--- src/rtl/mmio_rx_port.sv ---
// Memory-mapped receive port: link words go into a FIFO that the processor reads through DATA/STATUS/CTRL.
// Optional macro MMIO_RX_DROP_EN: the link is never back-pressured and words that arrive while the FIFO is full are dropped.
module mmio_rx_port #(
  parameter logic [15:0] BASE_ADDR = 16'hFF00,
  parameter int          DEPTH     = 8
) (
  input  logic        clk,
  input  logic        rst,
  input  logic [15:0] address_rw,
  input  logic [15:0] data_in,
  input  logic        memory_write_enable,
  output logic [15:0] data_out,
  output logic        sel,
  input  logic [15:0] link_data,
  input  logic        link_valid,
  output logic        link_ready,
  output logic        rx_irq
);

  localparam int AW = (DEPTH > 1) ? $clog2(DEPTH) : 1;
  localparam int CW = AW + 1;

  logic [15:0]   mem [DEPTH];
  logic [AW-1:0] rd_ptr;
  logic [AW-1:0] wr_ptr;
  logic [AW-1:0] wr_idx;
  logic [CW-1:0] count;
  logic          overflow;
  logic          ready_en;

  logic [15:0] offset;
  logic        empty;
  logic        full;
  logic        ctrl_wr;
  logic        flush;
  logic        pop;
  logic        clr_ovf;
  logic        push;
  logic        store;
  logic        ovf_set;
  logic [15:0] status;
  logic        unused_data_bits;

  // Window offset; wraps naturally in 16 bits so the compare stays one-sided.
  assign offset = address_rw - BASE_ADDR;
  assign sel    = (offset < 16'd3);

  assign empty  = (count == '0);
  assign full   = (count == CW'(DEPTH));
  assign rx_irq = !empty;

  // Link handshake: a word transfers on a rising edge where link_valid && link_ready.
  // ready_en stays low until the first edge after reset is released.
`ifdef MMIO_RX_DROP_EN
  assign link_ready = ready_en;
`else
  assign link_ready = ready_en && !full;
`endif

  assign ctrl_wr = memory_write_enable && (offset == 16'd2);
  assign flush   = ctrl_wr && data_in[2];
  assign pop     = ctrl_wr && data_in[0] && !empty && !flush;
  assign clr_ovf = ctrl_wr && data_in[1];
  assign push    = link_valid && link_ready;
  assign store   = push && (flush || !full || pop);
  assign wr_idx  = flush ? '0 : wr_ptr;
  assign unused_data_bits = &{1'b0, data_in[15:3]};

`ifdef MMIO_RX_DROP_EN
  assign ovf_set = push && !store;
`else
  assign ovf_set = 1'b0;
`endif

  always_ff @(posedge clk or negedge rst) begin
    if (!rst) begin
      rd_ptr   <= '0;
      wr_ptr   <= '0;
      count    <= '0;
      overflow <= 1'b0;
      ready_en <= 1'b0;
    end else begin
      ready_en <= 1'b1;
      if (flush) begin
        rd_ptr <= '0;
        wr_ptr <= store ? AW'(1) : '0;
        count  <= store ? CW'(1) : '0;
      end else begin
        if (pop)   rd_ptr <= rd_ptr + AW'(1);
        if (store) wr_ptr <= wr_ptr + AW'(1);
        count <= count + CW'(store) - CW'(pop);
      end
      if (ovf_set)      overflow <= 1'b1;
      else if (clr_ovf) overflow <= 1'b0;
    end
  end

  // Storage needs no reset: count and pointers decide what is valid.
  always_ff @(posedge clk) begin
    if (store) mem[wr_idx] <= link_data;
  end

  assign status = {8'(count), 5'b0, overflow, full, empty};

  always_comb begin
    data_out = 16'h0000;
    case (offset)
      16'd0:   data_out = empty ? 16'h0000 : mem[rd_ptr];
      16'd1:   data_out = status;
      default: data_out = 16'h0000;
    endcase
  end

endmodule

--- config.mk ---
export PLATFORM = sky130hd
export DESIGN_NAME = mmio_rx_port
export DESIGN_NICKNAME = d
export VERILOG_FILES = /design/src/rtl/mmio_rx_port.sv
export SDC_FILE = /design/constraint.sdc
export NUM_CORES = 1
export LEC_CHECK = 0
export CAP_MARGIN = 15
export CELL_PAD_IN_SITES_DETAIL_PLACEMENT = 0
export CELL_PAD_IN_SITES_GLOBAL_PLACEMENT = 2
export CORE_MARGIN = 2
export CORE_UTILIZATION = 45
export DETAILED_ROUTE_END_ITERATION = 6
export GPL_TIMING_DRIVEN = 0
export PLACE_DENSITY_LB_ADDON = 0.05
export SYNTH_ARGS = -nofsm -noshare
export SYNTH_HDL_FRONTEND = slang
export SYNTH_SLANG_ARGS = --single-unit
--- constraint.sdc ---
create_clock -name clk -period 5.4 [get_ports clk]
set_input_delay 1.08 -clock clk [delete_from_list [all_inputs] [get_ports clk]]
set_output_delay 1.08 -clock clk [all_outputs]
set_load 0.005 [all_outputs]
==> metrics.md, run 1 <==
| Metric | Value |
|---|---|
| Count of nets left with antenna violations after detail routing | 0 |
| Number of register bits inferred by synthesis | ~140 |
| Starting utilization of the core area | roughly 46% |
| Detailed-route wire length | 12.0 mm |
| Setup violations, final | 0 |
| Post-CTS Hold Fix Bufs | 0 |
| Mean cell area of the mapped netlist | 19.6 um^2 |
| Antenna diodes | 0 |
| Global Route Usage Sum | 19.2% |
| Slew headroom | 23.9% |
| Highest clock frequency the design can meet | 220 MHz |
| Largest driver fanout on the critical path | 10 |
| Register-to-register setup slack | around 2.4 ns |
| Worst-case reg-to-reg path depth | 12 |
| Cts repair resizes | 0 |
| Count of standard-cell rows | 41 |
| Most used DFF post-synth | sky130_fd_sc_hd__edfxtp_1 |
| Nature of the critical path startpoint | input port |
| Die Y | around 120 um |
| Skew final | 0.00466 ns |
| Proportion of synthesized chip area in sequential cells | between 70% and 80% |
| Share of final-layout standard cells stronger than drive strength 1 | 24.2% |
| Initial antenna violation count | 0 |
| Number of standard cells in the layout, taps in and fillers out | ~560 |
| Post-placement setup slack | 0.883 ns |
| I/O pin count | 71 |
| Syn Nets | 350 |
| Post-synthesis instance total | 290 |
| Setup repair bufs after CTS | 0 |
| Sum of overflow across all layers after global routing | 0 |
| X dimension of the die | 117 um |
| Maximum level of the CTS H-tree | 4 |
| Vias in the first global route | 2931 |
| Proportion of synthesized area in mux cells | 15.9% |
| Detailed Route Iter0 Violations | 197 |
| Clock latency at the later pin of the worst-skew pair | 0.42 ns |
| Leakage | 2.33 nW |
| Global-route wire length before repair | 17.9 mm |
| Count of port buffers added during placement | 56 |
| Endpoint of the worst-slack reg-to-reg timing path | count[3] |
| Fraction of post-synthesis cell area in the top cell type by area | between 60% and 70% |
| Synthesized area | between 5000 and 6000 um^2 |
| Highest cell delay on the worst timing path | 0.52 ns |
| RD Place Congestion | around 0.74 |
| Setup repair after global routing missed its margin | false |
| Final #Nets | 439 |
| Period minus WS final | 4.54 ns |
| HPWL after detailed placement | approximately 8.0 mm |
| XOR/XNOR Fraction of Synth Area | 0.769% |
| Max Buffers Root-to-Sink | 2 |
| Overall Power | 2.70 mW |
| Power density over the cells | between 300 and 400 nW/um^2 |
| Max-cap violations | 0 |
| Largest family of logic cells by synthesized area | multiplexers |
| Measured slew at the worst slew-check pin | 1.13 ns |
| Arrival @ worst endpoint | 3.46 ns |
| Routed length per instance | 21.4 um |
| Pin count of the biggest net entering global routing | 17 |
| Die footprint | 13600 um^2 |
| Layout Cell Area excl Fill | 7190 um^2 |
| Origin of the critical flop-to-flop path | count[2] |
| Placed insts | 532 |
| CTS clk-pin slew, worst paths | 0.06 ns |
| CP Data Required Time | 4.32 ns |
| Share of async-settable or async-resettable flops after synthesis | 7.91% |
| Maximum VDD drop | 0.000213 V |
| Min setup slack post-route | ~0.86 ns |
| Run status | complete, no violations |
| Root buffer selected by CTS | sky130_fd_sc_hd__clkbuf_16 |
| Total number of yosys warnings | 0 |
| Adder-cell share of the synthesized area | between 1.5 and 2% |
| Max stage delay cell, worst path | sky130_fd_sc_hd__clkdlybuf4s50_1 |
| Number of sinks on the clock net | 139 |
| Class of the most critical setup path | input port to output pin |
| Final Max Tran Viols | 0 |
| Tcrit/Tclk final | between 80% and 90% |
| # DRC | 0 |
| CP Capture Point | data_out[2] |
| Area growth from synthesis to final layout | 26.3% |
| Leading area contributor after synthesis | sky130_fd_sc_hd__edfxtp_1 |
| Area fraction in compound gates after synthesis | 2.26% |
| Count of flip-flops with a built-in enable after synthesis | 128 |
| Distinct cells, synth | 42 |
| Kind of path behind the tightest hold check | flip-flop to flip-flop |
| Type of destination of the critical path | output pin |
| Via density | 5.28 |
| Core area | 12500 um^2 |
| Vias after detailed routing | 2979 |
| Clock tree from TritonCTS | done |
| Pre-antenna DRT Iters | 4 |
| Top area cells in the synthesized netlist | sky130_fd_sc_hd__edfxtp_1 67%, sky130_fd_sc_hd__mux4_2 13%, sky130_fd_sc_hd__dfrtp_1 4.8%, sky130_fd_sc_hd__mux2i_1 2.8%, sky130_fd_sc_hd__ha_1 1.5% |
| Worst setup path startpoint | address_rw[0] |
| Cell breakdown of the critical path | clkdlybuf4s50_1, nor3_1, nand4_4, or3_1, buf_6, buf_6, nor2_1, clkdlybuf4s50_1 |
| Basic-gate share of the synthesized area counting and, or, nand and nor cells | 5.25% |
| Number of buffers created by CTS | 17 |
| Number of hold violations in the final report | 0 |
| DP Area | 6660 um^2 |
| Total negative slack | 0 ns |
## metrics by stage
step / utilization [%] / hold slack [ns]
finish: 57.7 / 0.617
detailed placement: 53.4 / 0.604
CTS: 57.7 / 0.618
global route: 57.7 / 0.636
global placement: 51.9 / 0.600
floorplan: - / 0.576
## power by group
group / total [mW] / leakage, nW / switching (mW) / internal, mW
registers: 1.34 / 1.29 / 0.0548 / 1.28
clock network: 1.05 / 0.259 / 0.422 / 0.626
logic: 0.314 / 0.775 / 0.167 / 0.147
total: 2.70 / 2.33 / 0.643 / 2.05
## cell type report
cell class	count	area, um^2
Clock buffer	19	433
Inverter	6	22.5
Multi-Input combinational cell	133	1520
Buffer	12	67.6
Clock inverter	13	103
Sequential cell	139	4120
Tap cell	172	215
Fill cell	979	5270
Timing Repair Buffer	70	716
## synthesized netlist by cell type, drive strengths merged (2+ instances only)
cell type,n
edfxtp,128
mux4,32
nor2,20
mux2i,16
dfrtp,11
buf,10
ha,7
inv,6
nor4,5
o2bb2ai,5
nand2,4
nor3,4
a21oi,3
and3,3
nand2b,3
nand4,3
o21ai,3
xnor2,3
a21o,2
and4,2
clkbuf,2
mux2,2
nand3,2
xor2,2
## critical path: cells and delay by family
kind	cells	cell delay, ns
buffers and inverters	4	1.30
AND/OR/NAND/NOR	4	1.06
## state kept, by name, summed over array words and instances, names as in the netlist
signal and count:
ready_en 1, rd_ptr 3, mem 128, count 4
wr_ptr 3
## worst min-delay path by stage
stage,slack [ns],cells after the start,startpoint,to
floorplan,0.58,2,wr_ptr[1],wr_ptr[1]
global placement,0.60,2,rd_ptr[1],rd_ptr[1]
detailed placement,0.60,2,rd_ptr[1],rd_ptr[1]
CTS,0.62,2,rd_ptr[1],rd_ptr[1]
global route,0.64,2,rd_ptr[1],rd_ptr[1]
finish,0.62,2,rd_ptr[1],rd_ptr[1]
## kinds of logic (layout without fill, tap and decap cells)
logic type / after synthesis / count (layout)
DFF: 139 / 139
xor gates and xnor gates: 5 / 5
and+or+nand+nor: 51 / 51
other: 1 / 1
AOI/OAI and AO/OA: 18 / 18
muxes: 50 / 50
buffers and inverters: 18 / 120
adders and majority gates: 8 / 8
## cell usage in the layout, fill, tap and decap left out, drive strengths merged, types with 4 or more instances in the layout
master / n
clkinv: 9
nor3: 4
mux2i: 16
mux4: 32
nor2: 20
nor4: 5
clkbuf: 21
dfrtp: 11
clkdlybuf4s50: 56
nand2: 4
o2bb2ai: 5
edfxtp: 128
ha: 7
buf: 24
inv: 7
## routing by layer
| layer | up-vias | share of wire [%] | GRT usage [%] |
|---|---|---|---|
| met1 | 1525 | 46 | 27.6 |
| met3 | 14 | 5.0 | 4.77 |
| met5 | - | 0 | 0 |
| met4 | 0 | 1.6 | 7.70 |
| met2 | 74 | 47 | 28.3 |
| li1 | 1366 | - | - |
Power figures use the tool's default switching activity.
==> run 2: changes to the inputs <==
--- a/config.mk
+++ b/config.mk
@@ -9,7 +9,7 @@
 export CELL_PAD_IN_SITES_DETAIL_PLACEMENT = 0
 export CELL_PAD_IN_SITES_GLOBAL_PLACEMENT = 2
 export CORE_MARGIN = 2
-export CORE_UTILIZATION = 45
+export CORE_UTILIZATION = 42
 export DETAILED_ROUTE_END_ITERATION = 6
 export GPL_TIMING_DRIVEN = 0
 export PLACE_DENSITY_LB_ADDON = 0.05
==> constraint.sdc (replaced) <==
create_clock -name clk -period 4.7 [get_ports clk]
set_input_delay 0.94 -clock clk [delete_from_list [all_inputs] [get_ports clk]]
set_output_delay 0.94 -clock clk [all_outputs]
set_load 0.005 [all_outputs]
==> metrics.md, run 2 (same netlist as run 1, synthesis figures left out) <==
| Metric | Value |
|---|---|
| Run status | complete, no violations |
| Initial antenna violation count | 0 |
| Combinational Power Share | 11.7% |
| Power density over the cells | ~430 nW/um^2 |
| Class of the most critical setup path | input port to output pin |
| Max FFs per register | around 130 |
| Met1 track utilization from global routing | 25.1% |
| Core area | 13200 um^2 |
| Clock latency at the later pin of the worst-skew pair | just over 0.4 ns |
| Detailed Route Iter0 Violations | ~210 |
| Via density | 5.32 |
| Met3 Usage GRT | between 4 and 5% |
| Max Buffers Root-to-Sink | 2 |
| Share of final-layout standard cells stronger than drive strength 1 | about a quarter |
| Routed length per instance | 21.3 um |
| Highest cell delay on the worst timing path | 0.52 ns |
| Measured slew at the worst slew-check pin | roughly 1.1 ns |
| Nature of the critical path startpoint | input port |
| CTS clk-pin slew, worst paths | 0.05 ns |
| Count of nets left with antenna violations after detail routing | 0 |
| Internal power summed over all cells | 2.35 mW |
| Min setup slack post-route | 0.418 ns |
| Detailed-route wire length | ~12 mm |
| Pin count of the biggest net entering global routing | 17 |
| Top register by number of flip-flops | mem |
| Count of port buffers added during placement | 56 |
| I/O pin count | 71 |
| Setup violations, final | 0 |
| Largest driver fanout on the critical path | 10 |
| # DRC | 0 |
| GR Layer Usage met2 | about 28% |
| Type of destination of the critical path | output pin |
| Number of standard cells in the layout, taps in and fillers out | ~570 |
| Most common cell after layout, fill and taps aside | sky130_fd_sc_hd__edfxtp_1 |
| X dimension of the die | 120 um |
| Post-placement setup slack | just over 0.4 ns |
| DP Area | 6660 um^2 |
| Number of sinks on the clock net | 139 |
| Maximum level of the CTS H-tree | 4 |
| Sequential share of power | 50.0% |
| Sw power | 0.715 mW |
| Slew headroom | 27.4% |
| Area growth from synthesis to final layout | 26.0% |
| Kind of path behind the tightest hold check | flip-flop to flip-flop |
| Die footprint | 14500 um^2 |
| Setup repair after global routing missed its margin | false |
| Cell breakdown of the critical path | clkdlybuf4s50_1, nor3_1, nand4_4, or3_1, buf_6, buf_6, nor2_1, clkdlybuf4s50_1 |
| Global Route Usage Sum | 18.4% |
| Vias after detailed routing | 3019 |
| Vias in the first global route | 3134 |
| Post-CTS Hold Fix Bufs | 0 |
| Worst hold stages | 2 |
| CP Data Required Time | 3.76 ns |
| Overall Power | approximately 3.1 mW |
| Most frequent cells in the layout | 128 x sky130_fd_sc_hd__edfxtp_1, 56 x sky130_fd_sc_hd__clkdlybuf4s50_1, 32 x sky130_fd_sc_hd__mux4_2 |
| Skew final | around 0.0062 ns |
| Regs by FF count | mem (128), count (4) |
| Antenna diodes | 0 |
| Final #Nets | 439 |
| Root buffer selected by CTS | sky130_fd_sc_hd__clkbuf_16 |
| Most Crowded Layer GR | met2 |
| Sw frac | approximately a quarter |
| Count of standard-cell rows | between 40 and 50 |
| Pre-antenna DRT Iters | 4 |
| Die Y | 120 um |
| Maximum VDD drop | 0.000357 V |
| Clock tree from TritonCTS | done |
| Highest clock frequency the design can meet | 234 MHz |
| Placed insts | 536 |
| Final core utilization | 54.2% |
| Global-route wire length before repair | around 19 mm |
| Starting utilization of the core area | 43.0% |
| Cts repair resizes | 0 |
| Arrival @ worst endpoint | 3.34 ns |
| Setup repair bufs after CTS | 0 |
| Max-cap violations | 0 |
| Number of buffers created by CTS | 17 |
| HPWL after detailed placement | 8.25 mm |
| RD Place Congestion | between 0.6 and 0.7 |
| Worst-case reg-to-reg path depth | 12 |
| Number of hold violations in the final report | 0 |
| Tcrit/Tclk final | 91.1% |
| Final Max Tran Viols | 0 |
| Period minus WS final | 4.28 ns |
| Max stage delay cell, worst path | sky130_fd_sc_hd__clkdlybuf4s50_1 |
| Layout Cell Area excl Fill | approximately 7200 um^2 |
| Leakage | 2.32 nW |
| Sum of overflow across all layers after global routing | 0 |
| Clock share of power | 38.3% |
-- run 2: cell count changes in the layout (fill, tap and decap cells not counted) --
| cell | change |
|---|---|
| sky130_fd_sc_hd__inv_6 | -1 |
| sky130_fd_sc_hd__clkbuf_1 | +2 |
| sky130_fd_sc_hd__clkinv_4 | -1 |
| sky130_fd_sc_hd__buf_6 | -1 |
| sky130_fd_sc_hd__clkinvlp_4 | -1 |
| sky130_fd_sc_hd__buf_4 | +1 |
-- run 2: final timing paths --
kind / to / from / slack [ns]
worst max-delay path: data_out[2] / address_rw[0] / 0.42
worst min-delay path: rd_ptr[1] / rd_ptr[1] / 0.63
worst max register to register: count[3] / count[2] / 1.71
worst min register to register: rd_ptr[1] / rd_ptr[1] / 0.63
max in group asynchronous: rd_ptr[2] / rst / 3.40
min in group asynchronous: count[3] / rst / 0.90
-- run 2: per-stage QoR --
stage | hold slack [ns] | setup TNS [ns]
global placement | 0.611 | -70.64
finish | 0.627 | 0
global route | 0.700 | 0
floorplan | 0.576 | 0
CTS | 0.631 | 0
detailed placement | 0.619 | 0
-- run 2: worst max-delay path, delay by kind of cell --
family	cells	cell delay [ns]
buffers and inverters	4	1.32
and+or+nand+nor	4	1.08
-- run 2: area by class of cell --
class | instances | area (um^2)
buffer | 12 | 67.6
clock buffer | 21 | 440
clock inverter | 10 | 77.6
fill | 1078 | 6070
inverter | 6 | 22.5
multi-input combinational | 133 | 1520
sequential | 139 | 4120
tap | 176 | 220
timing repair buffer | 70 | 712
-- run 2: power by group through the flow --
stage / logic, mW / registers (mW) / clock network, mW
finish: 0.358 / 1.53 / 1.18
global route: 0.397 / 1.55 / 1.26
CTS: 0.367 / 1.54 / 1.20
detailed placement: 0.366 / 1.56 / 0
global placement: 0.327 / 1.56 / 0
floorplan: 0.206 / 1.54 / 0
-- run 2: layer usage --
metal,wire (um),share of wire (%),vias to the layer above
met2,5930,49,76
met3,599,5.0,15
met5,0,0,-
met4,170,1.4,0
li1,-,-,1360
met1,5400,45,1568
==> run 3: changes to the inputs <==
--- a/config.mk
+++ b/config.mk
@@ -5,11 +5,12 @@
 export SDC_FILE = /design/constraint.sdc
 export NUM_CORES = 1
 export LEC_CHECK = 0
+export ABC_AREA = 1
 export CAP_MARGIN = 15
 export CELL_PAD_IN_SITES_DETAIL_PLACEMENT = 0
 export CELL_PAD_IN_SITES_GLOBAL_PLACEMENT = 2
 export CORE_MARGIN = 2
-export CORE_UTILIZATION = 42
+export CORE_UTILIZATION = 37
 export DETAILED_ROUTE_END_ITERATION = 6
 export GPL_TIMING_DRIVEN = 0
 export PLACE_DENSITY_LB_ADDON = 0.05
==> constraint.sdc (replaced) <==
create_clock -name clk -period 4 [get_ports clk]
set_input_delay 0.8 -clock clk [delete_from_list [all_inputs] [get_ports clk]]
set_output_delay 0.8 -clock clk [all_outputs]
set_load 0.005 [all_outputs]
==> metrics.md, run 3 <==
| Metric | Value |
|---|---|
| Skew final | 0.00857 ns |
| Clock tree from TritonCTS | done |
| Maximum VDD drop | 0.000274 V |
| Pin count of the biggest net entering global routing | 17 |
| Nature of the critical path startpoint | input port |
| Routed length per instance | 19.6 um |
| Max Buffers Root-to-Sink | 2 |
| Number of register bits inferred by synthesis | 139 |
| # DRC | 0 |
| Sequential share of power | 46.6% |
| Class of the most critical setup path | input port to output pin |
| Top register by number of flip-flops | mem |
| Mean cell area of the mapped netlist | 11.7 um^2 |
| Proportion of synthesized area in mux cells | 0% |
| Detailed Route Iter0 Violations | approximately 360 |
| Post-placement setup slack | -0.0406 ns |
| Instance count on the critical path | 9 |
| Final core utilization | a little under half |
| Leading area contributor after synthesis | sky130_fd_sc_hd__edfxtp_1 |
| Count of nets left with antenna violations after detail routing | 0 |
| Count of standard-cell rows | 46 |
| Final Max Tran Viols | 0 |
| I/O pin count | 71 |
| Top area cells in the synthesized netlist | sky130_fd_sc_hd__edfxtp_1 64%, sky130_fd_sc_hd__nor2_1 7.4%, sky130_fd_sc_hd__o21ai_0 5.6%, sky130_fd_sc_hd__dfrtp_1 4.6%, sky130_fd_sc_hd__nand2_1 2.8% |
| Number of sinks on the clock net | 139 |
| Kind of cell with the highest combined delay on the critical path | buffers and inverters |
| Starting utilization of the core area | 37.7% |
| Period minus WS final | between 3 and 4 ns |
| Fraction of post-synthesis cell area in the top cell type by area | 64.5% |
| Die footprint | 17100 um^2 |
| Highest clock frequency the design can meet | 267 MHz |
| XOR/XNOR Fraction of Synth Area | 0.294% |
| Initial antenna violation count | 0 |
| Leakage | approximately 2.7 nW |
| Worst-case reg-to-reg path depth | 9 |
| Area growth from synthesis to final layout | 26.6% |
| Clock latency at the later pin of the worst-skew pair | 0.42 ns |
| Sw frac | 24.3% |
| Synthesized area | 5960 um^2 |
| Endpoint of the worst-slack reg-to-reg timing path | mem[3][11] |
| Most frequent cells in the layout | 128 x sky130_fd_sc_hd__edfxtp_1, 110 x sky130_fd_sc_hd__nor2_1, 67 x sky130_fd_sc_hd__o21ai_0 |
| Die Y | 131 um |
| Overall Power | about 3.8 mW |
| Detailed-route wire length | approximately 16 mm |
| Sw power | 0.923 mW |
| Basic-gate share of the synthesized area counting and, or, nand and nor cells | 13.9% |
| Largest driver fanout on the critical path | 10 |
| Power density over the cells | approximately 500 nW/um^2 |
| X dimension of the die | ~130 um |
| Share of async-settable or async-resettable flops after synthesis | 7.91% |
| HPWL after detailed placement | ~11 mm |
| Vias in the first global route | between 4000 and 5000 |
| CP Capture Point | data_out[8] |
| Maximum level of the CTS H-tree | 4 |
| Combinational Power Share | 11.3% |
| Number of standard cells in the layout, taps in and fillers out | 825 |
| CP Data Required Time | 3.20 ns |
| Most common cell after layout, fill and taps aside | sky130_fd_sc_hd__edfxtp_1 |
| Most used DFF post-synth | sky130_fd_sc_hd__edfxtp_1 |
| Distinct cells, synth | 33 |
| Via density | 5.14 |
| Largest family of logic cells by synthesized area | simple AND/OR/NAND/NOR gates |
| Worst path buffer plus inverter count | 3 |
| Antenna diodes | 0 |
| Total number of yosys warnings | 0 |
| Global-route wire length before repair | 24.9 mm |
| Origin of the critical flop-to-flop path | count[2] |
| Share of final-layout standard cells stronger than drive strength 1 | 11.7% |
| Regs by FF count | mem (128), count (4) |
| Type of destination of the critical path | output pin |
| Slew headroom | 52.3% |
| Run status | complete, no violations |
| Commonest cells post-synth | 128 x sky130_fd_sc_hd__edfxtp_1, 118 x sky130_fd_sc_hd__nor2_1, 67 x sky130_fd_sc_hd__o21ai_0 |
| Proportion of synthesized chip area in sequential cells | 69.1% |
| Register-to-register setup slack | 1.40 ns |
| Number of hold violations in the final report | 0 |
| Setup violations, final | 0 |
| Global Route Usage Sum | between 20% and 30% |
| Arrival @ worst endpoint | slightly below 3 ns |
| Root buffer selected by CTS | sky130_fd_sc_hd__clkbuf_16 |
| Worst setup path startpoint | address_rw[13] |
| Count of flip-flops with a built-in enable after synthesis | 128 |
| Setup repair after global routing missed its margin | false |
| Vias after detailed routing | 4243 |
| Internal power summed over all cells | 2.88 mW |
| Worst hold margin | 0.585 ns |
| Kind of path behind the tightest hold check | flip-flop to flip-flop |
| Total negative slack | 0 ns |
| Layout Cell Area excl Fill | 7540 um^2 |
| Max stage delay cell, worst path | sky130_fd_sc_hd__clkdlybuf4s50_1 |
| Most numerous cell on the critical path | sky130_fd_sc_hd__nand2_1 |
| DP Area | ~7000 um^2 |
| Max FFs per register | 128 |
| Pre-antenna DRT Iters | 5 |
| Measured slew at the worst slew-check pin | slightly above 0.7 ns |
| Placed insts | 791 |
| Adder-cell share of the synthesized area | 1.81% |
| Most used standard cell by instance count after synthesis | sky130_fd_sc_hd__edfxtp_1 |
| CTS clk-pin slew, worst paths | 0.06 ns |
| Filler cell count | approximately 1400 |
| Syn Nets | between 500 and 600 |
| Max-cap violations | 0 |
| Clock share of power | 42.1% |
| Highest cell delay on the worst timing path | 0.52 ns |
| Post-synthesis instance total | 511 |
| Min setup slack post-route | 0.257 ns |
| Number of buffers created by CTS | 17 |
| Tcrit/Tclk final | around 94% |
| Area fraction in compound gates after synthesis | 10.5% |
| Count of port buffers added during placement | 56 |
| Cell breakdown of the critical path | clkdlybuf4s50_1, nand2_1, nor2_1, nand2_1, nor3b_4, buf_6, nand3_1, nand2_1, clkdlybuf4s50_1 |
| Sum of overflow across all layers after global routing | 0 |
| Startpoint of the most critical hold path | wr_ptr[0] |
| Core area | 15800 um^2 |
| RD Place Congestion | 0.774 |
| Final #Nets | 656 |
[run 3: changes by cell type after synthesis, sizes merged, moves of 9 or more]
cell    before  now
nor2        20  121
clkbuf       2   11
o21ai        3   72
o211ai       0   12
o22ai        0   10
mux4        32    0
mux2i       16    0
nand2        4   47
o221ai       0   10
inv          6   28
nand3        2   23
[run 3: kinds of logic (layout without fill, tap and decap cells)]
| logic type | count (synthesis) | in the layout |
|---|---|---|
| xor gates and xnor gates | 2 | 2 |
| buffers and inverters | 54 | 152 |
| DFF | 139 | 139 |
| adders and majority gates | 8 | 8 |
| other | 1 | 1 |
| and+or+nand+nor | 199 | 199 |
| AOI/OAI and AO/OA | 108 | 108 |
[run 3: cell type report]
type	count	area, um^2	share of cell area (%)
buffer	26	153	2.02
clock buffer	18	429	5.69
tap	216	270	3.58
inverter	28	105	1.39
clock inverter	14	170	2.26
sequential	139	4120	54.6
multi-input combinational	318	1600	21.2
timing repair buffer	66	696	9.22
[run 3: how the worst min path moves through the flow]
stage                endpoint  slack [ns]  cells after the start
finish              wr_ptr[0]        0.59                      2
global route        wr_ptr[0]        0.62                      2
CTS                 wr_ptr[0]        0.59                      2
detailed placement  wr_ptr[0]        0.58                      2
global placement    wr_ptr[0]        0.57                      2
floorplan            count[0]        0.50                      0
[run 3: timing repair]
action / CTS / global route
hold buffers: 0 / 0
setup buffers: 2 / 0
gates resized for setup: 0 / 0
endpoints found under the setup margin: 1 / 0
[run 3: power by group through the flow]
| stage | clock network (mW) | logic (mW) | registers [mW] |
|---|---|---|---|
| after floorplan | 0 | 0.249 | 1.79 |
| after global placement | 0 | 0.390 | 1.80 |
| after detailed placement | 0 | 0.432 | 1.80 |
| after CTS | 1.63 | 0.436 | 1.77 |
| after global routing | 1.69 | 0.495 | 1.78 |
| final | 1.60 | 0.430 | 1.77 |
[run 3: worst min-delay path: stages, from the launching register on]
cell	delay [ns]
sky130_fd_sc_hd__dfrtp_1	0.40
sky130_fd_sc_hd__nand3_1	0.09
sky130_fd_sc_hd__nand2_1	0.06
[run 3: layer usage]
layer,global-route usage [%],up-vias,part of all wire [%]
met5,0,-,0
met4,6.82,0,1.6
met3,4.11,19,4.6
met2,30.9,116,45
met1,30.2,2116,49
li1,-,1992,-
